File: src/rtl/sha_pad_ctrl.sv
`default_nettype none
// ============================================================================
// Module   : sha_pad_ctrl
// Brief    : Mux-select sequencer for SHA-512 style padding: message, pad,
//            zero fill and length word aligned to the last block slot.
// Revision : 1.0
// ============================================================================
module sha_pad_ctrl #(
    parameter int W         = 64,
    parameter int BLK_WORDS = 16
) (
    input  logic                         clk,
    input  logic                         rst,
    input  logic                         start,
    input  logic                         in_valid,
    input  logic                         in_last,
    output logic                         in_ready,
    output logic                         out_valid,
    input  logic                         out_ready,
    output logic                         pad_pkt,
    output logic                         zero_pkt,
    output logic                         mgln_pkt,
    output logic [W-1:0]                 msg_len,
    output logic [$clog2(BLK_WORDS)-1:0] word_idx,
    output logic                         blk_last,
    output logic                         busy,
    output logic                         done
);

    localparam int             IW          = $clog2(BLK_WORDS);
    localparam logic [IW-1:0]  C_IDX_LAST  = IW'(BLK_WORDS - 1);
    localparam logic [W-1:0]   C_WORD_BITS = W'(W);

    typedef enum logic [2:0] {
        S_IDLE = 3'd0,
        S_MSG  = 3'd1,
        S_PAD  = 3'd2,
        S_ZERO = 3'd3,
        S_LEN  = 3'd4,
        S_DONE = 3'd5
    } state_t;

    state_t        r_state;
    state_t        w_state_nxt;
    logic [W-1:0]  r_msg_len;
    logic [IW-1:0] r_word_idx;
    logic [IW-1:0] w_idx_inc;
    logic          w_xfer;

    always_comb begin
        w_state_nxt = r_state;
        in_ready    = 1'b0;
        out_valid   = 1'b0;
        pad_pkt     = 1'b0;
        zero_pkt    = 1'b0;
        mgln_pkt    = 1'b0;
        done        = 1'b0;
        w_idx_inc   = r_word_idx + IW'(1);
        case (r_state)
            S_IDLE: begin
                if (start) w_state_nxt = S_MSG;
            end
            S_MSG: begin
                in_ready  = out_ready;
                out_valid = in_valid;
                if (in_valid && out_ready && in_last) w_state_nxt = S_PAD;
            end
            S_PAD: begin
                out_valid = 1'b1;
                pad_pkt   = 1'b1;
                // A pad in the last slot leaves no room: a whole extra block follows.
                if (out_ready) begin
                    w_state_nxt = (w_idx_inc == C_IDX_LAST) ? S_LEN : S_ZERO;
                end
            end
            S_ZERO: begin
                out_valid = 1'b1;
                zero_pkt  = 1'b1;
                if (out_ready && (w_idx_inc == C_IDX_LAST)) w_state_nxt = S_LEN;
            end
            S_LEN: begin
                out_valid = 1'b1;
                mgln_pkt  = 1'b1;
                if (out_ready) w_state_nxt = S_DONE;
            end
            S_DONE: begin
                done        = 1'b1;
                w_state_nxt = S_IDLE;
            end
            default: w_state_nxt = S_IDLE;
        endcase
    end

    assign w_xfer   = out_valid & out_ready;
    assign busy     = (r_state != S_IDLE);
    assign blk_last = out_valid && (r_word_idx == C_IDX_LAST);
    assign msg_len  = r_msg_len;
    assign word_idx = r_word_idx;

    always_ff @(posedge clk) begin
        if (rst) begin
            r_state    <= S_IDLE;
            r_msg_len  <= '0;
            r_word_idx <= '0;
        end else begin
            r_state <= w_state_nxt;
            case (r_state)
                S_IDLE: begin
                    if (start) begin
                        r_msg_len  <= '0;
                        r_word_idx <= '0;
                    end
                end
                S_MSG: begin
                    if (w_xfer) begin
                        r_msg_len  <= r_msg_len + C_WORD_BITS;
                        r_word_idx <= w_idx_inc;
                    end
                end
                S_PAD, S_ZERO: begin
                    if (w_xfer) r_word_idx <= w_idx_inc;
                end
                S_LEN: begin
                    if (w_xfer) r_word_idx <= '0;
                end
                default: ;
            endcase
        end
    end

endmodule
`default_nettype wire

File: config.mk
export PLATFORM = sky130hd
export DESIGN_NAME = sha_pad_ctrl
export DESIGN_NICKNAME = d
export VERILOG_FILES = /design/src/rtl/sha_pad_ctrl.sv
export SDC_FILE = /design/constraint.sdc
export NUM_CORES = 1
export LEC_CHECK = 0
export CAP_MARGIN = 5
export CORE_MARGIN = 1.5
export CORE_UTILIZATION = 35
export DETAILED_ROUTE_END_ITERATION = 16
export DONT_BUFFER_PORTS = 1
export MAX_ROUTING_LAYER = met4
export PLACE_DENSITY = 0.57
export SLEW_MARGIN = 10
export SYNTH_ARGS = -nofsm -noshare
export SYNTH_HDL_FRONTEND = slang
export SYNTH_SLANG_ARGS = --single-unit
File: constraint.sdc
create_clock -name clk -period 2.7 [get_ports clk]
set_input_delay 0 -clock clk [delete_from_list [all_inputs] [get_ports clk]]
set_output_delay 0 -clock clk [all_outputs]
set_load 0.05 [all_outputs]
==> results by group <==
Run status
  • Outcome: completed

Global routing
  • Largest net degree at the start of global routing: 34
  • Overflow after GRT: 0
  • Antenna violations before repair: 0
  • Total Routing Usage GR: 19.19%
  • First-pass GRT wire length: approximately 15000 microns
  • Vias in the first global route: slightly below 3000

Yosys
  • Post-synth top flop: dfxtp_1
  • EDFF count, synth: 0
  • Flip-flop and latch count after synthesis: 65
  • Syn Std Cell Area: roughly 3400 sq um
  • Yosys warnings: 0
  • Sequential-to-total area share from yosys stat: between 30% and 40%
  • Syn avg cell area: roughly 8 sq um
  • Cell variety after synth: 45
  • Async SR Flop Fraction: 0%
  • Cells after synthesis: roughly 420

Pwr
  • Comb pwr share: under 10%
  • Max IR drop VDD: about 0.00020 V
  • Sequential share of power: about half
  • Leak: between 1 and 1.5 nW
  • Psw: 465.0 uW
  • Internal Power: between 1 and 1.5 mW
  • Clock share of power: between 40% and 50%
  • PwrDens: ~450 nW/um^2
  • Final Power: between 1.5 and 2 mW
  • Sw Share: between 20% and 30%

Routing
  • Vias per cell: 5.270
  • Antenna-violating nets left: 0
  • DRC Markers: 0
  • Pre-antenna DRT Iters: 4
  • Final wirelength: 9096 microns
  • WL/cell: around 15 microns
  • Number of vias in the routed layout: roughly 3200
  • DRT iter0 DRCs: 144

STA
  • Hold slack: 0.1047 ns
  • Fin crit share: around nine tenths
  • Unrepaired setup endpoints after global routing: false
  • Fmax: 419.5 MHz
  • Clock skew: about 0.006 ns
  • Slew headroom: about two fifths
  • Final Critical Period: ~2.4 ns
  • Endpoints failing hold: 0
  • Pins Over Slew Limit: 0
  • Post-Route Setup TNS: 0 ns
  • Slew @ Worst Pin: ~0.9 ns
  • Final setup viols: 0

Floorplanning
  • Top Ports: ~80
  • Core area: between 9000 and 10000 sq um
  • Die Width: about 100 microns
  • Initial core utilization: between 30% and 40%
  • Chip Height: between 100 and 150 microns
  • Die ar.: 10190 sq um
  • Std-Cell Rows: 35

CTS
  • CTS HTree Levels: 3
  • Cts repair resizes: 0
  • Clock Tree Buf Depth: 2
  • CTS Buf Count: 9
  • CTS root buffer: clkbuf_8
  • Clock Sinks: between 60 and 70
  • CTS tree: done
  • Worst-Skew Late Latency: 0.34 ns
  • Clock slew at reported path FFs: about 0.070 ns

Setup path
  • Crit path max-delay family: simple AND/OR/NAND/NOR gates
  • Slowest Stage Delay on Critical Path: ~0.56 ns
  • Most common cell on crit path: or4_1
  • Worst Path Arrival: between 2 and 3 ns
  • Required @ worst endpoint: slightly below 3 ns
  • Critical Path Fanout Max: 10
  • Crit end category: flop
  • Worst path slowest cell: or4_1
  • Startpoint Class: flop
  • CP Cell Sequence: nand4_4, or4_1, or3_1, or4_1, a21oi_1
  • Worst setup path class: reg -> reg
  • Worst path bufs/invs: 0

Cells and area
  • Finished Core Util: between 40 and 50%
  • ANT cells: 0
  • Nets: just under 500
  • Layout cell share with drive strength beyond 1: 19.55%
  • Finished Layout Cells: between 600 and 700
  • Area grow syn2layout: 23.80%
  • Fill cells: around 960

Placed design
  • Placed cell count: around 600
  • Dpl hpwl: 6670 microns
  • Gpl congestion: 0.8205
  • I/O Buffers: 0

Flow run
  • Max_cap viols: 0

Min path
  • Min-Delay Path Class: in -> reg
## tightest hold or removal path: cells and delay by family
| family | cells | cell delay (ns) |
|---|---|---|
| and+or+nand+nor | 2 | 0.35 |
| AOI/OAI and AO/OA | 1 | 0.06 |
## layout make-up
type                       count  area (sq um)  share of cell area, %
multi-input combinational    319          1893                  45.52
timing repair buffer          73         558.0                  13.42
tap                          129         161.4                  3.881
inverter                      13         48.80                  1.173
clock buffer                  14         182.7                  4.392
clock inverter                 2         10.01                 0.2407
sequential                    65          1305                  31.38
## power groups by stage
stage	registers [mW]	clock network, mW	logic [mW]
global placement	0.987	0	0.111
detailed placement	0.987	0	0.111
global route	0.966	0.861	0.128
floorplan	0.993	0	0.0910
finish	0.966	0.801	0.119
CTS	0.965	0.827	0.119
## metrics by stage
step           setup WS [ns]  cell area (sq um)
4_1_cts               0.3159               4159
3_3_place_gp          0.3668               3926
2_1_floorplan        0.01656               3382
3_5_place_dp          0.3289               3926
6_report              0.3159               4159
5_1_grt               0.1951               4159
## synthesized netlist by cell type (all sizes together) (3+ instances only)
cell / n / area share, %
nand4: 16 / 3.4
and4: 7 / 1.8
nor3: 16 / 2.4
and3: 9 / 1.7
o21ai: 15 / 2.2
nor2: 48 / 5.4
and2: 3 / 0.56
nand2: 30 / 3.4
buf: 12 / 2.1
a21oi: 33 / 4.9
or4: 12 / 2.7
clkbuf: 17 / 1.9
o31ai: 9 / 2.0
ha: 3 / 1.1
o2111ai: 3 / 0.78
xnor2: 30 / 7.8
dfxtp: 65 / 39
nor4: 19 / 3.5
inv: 13 / 1.5
nand3: 16 / 2.4
or3: 17 / 3.2
## path summary, 6_finish.rpt
| path | startpoint | end | slack [ns] | depth (start not counted) |
|---|---|---|---|---|
| worst min-delay path | in_valid | msg_len[7] | 0.10 | 3 |
| worst max-delay path | msg_len[25] | msg_len[58] | 0.32 | 5 |
| worst min register to register | msg_len[7] | msg_len[7] | 0.49 | 2 |
| worst max register to register | msg_len[25] | msg_len[58] | 0.32 | 5 |
## kinds of logic after synthesis
logic type / count (synthesis) / synth area share (%)
xor gates and xnor gates: 32 / 8.343
buffers and inverters: 42 / 5.475
DFF: 65 / 38.73
muxes: 2 / 0.6703
and+or+nand+nor: 202 / 32.25
AOI/OAI and AO/OA: 74 / 13.30
other: 1 / 0.1116
adders and majority gates: 3 / 1.117
## flip-flops by register name, summed over array words and instances (netlist names)
register and count:
word_idx 4, r_state 3, msg_len 58
## timing repair
action / CTS / global route
hold endpoints to repair: 10 / 0
setup endpoints to repair: 0 / 0
buffers inserted: 0 / 0
hold buffers: 4 / 0
## cell usage in the layout (no fill, tap or decap), drive strengths merged, types with 2 or more instances in the layout
cell type,Yosys,layout
buf,12,69
dfxtp,65,65
nor2,48,48
a21oi,33,33
nand2,30,30
xnor2,30,30
nor4,19,19
or3,17,17
nor3,16,16
nand3,16,16
nand4,16,16
o21ai,15,15
clkbuf,17,14
inv,13,13
or4,12,12
and3,9,9
o31ai,9,9
and4,7,7
conb,1,6
dlygate4sd3,0,4
o2111ai,3,3
and2,3,3
ha,3,3
nand2b,2,2
o22ai,2,2
nor2b,2,2
o21a,2,2
xor2,2,2
or3b,2,2
mux2,2,2
clkinv,0,2
or2,2,2
## metal layers
| layer | part of all wire (%) | wire, microns | track usage, % |
|---|---|---|---|
| met3 | 7.5 | 686 | 6.380 |
| met5 | 0 | 0 | - |
| met2 | 47 | 4314 | 29.42 |
| met4 | 1.0 | 93 | 6.410 |
| met1 | 44 | 4001 | 23.77 |
No activity file was read; power rests on OpenSTA's default activity.
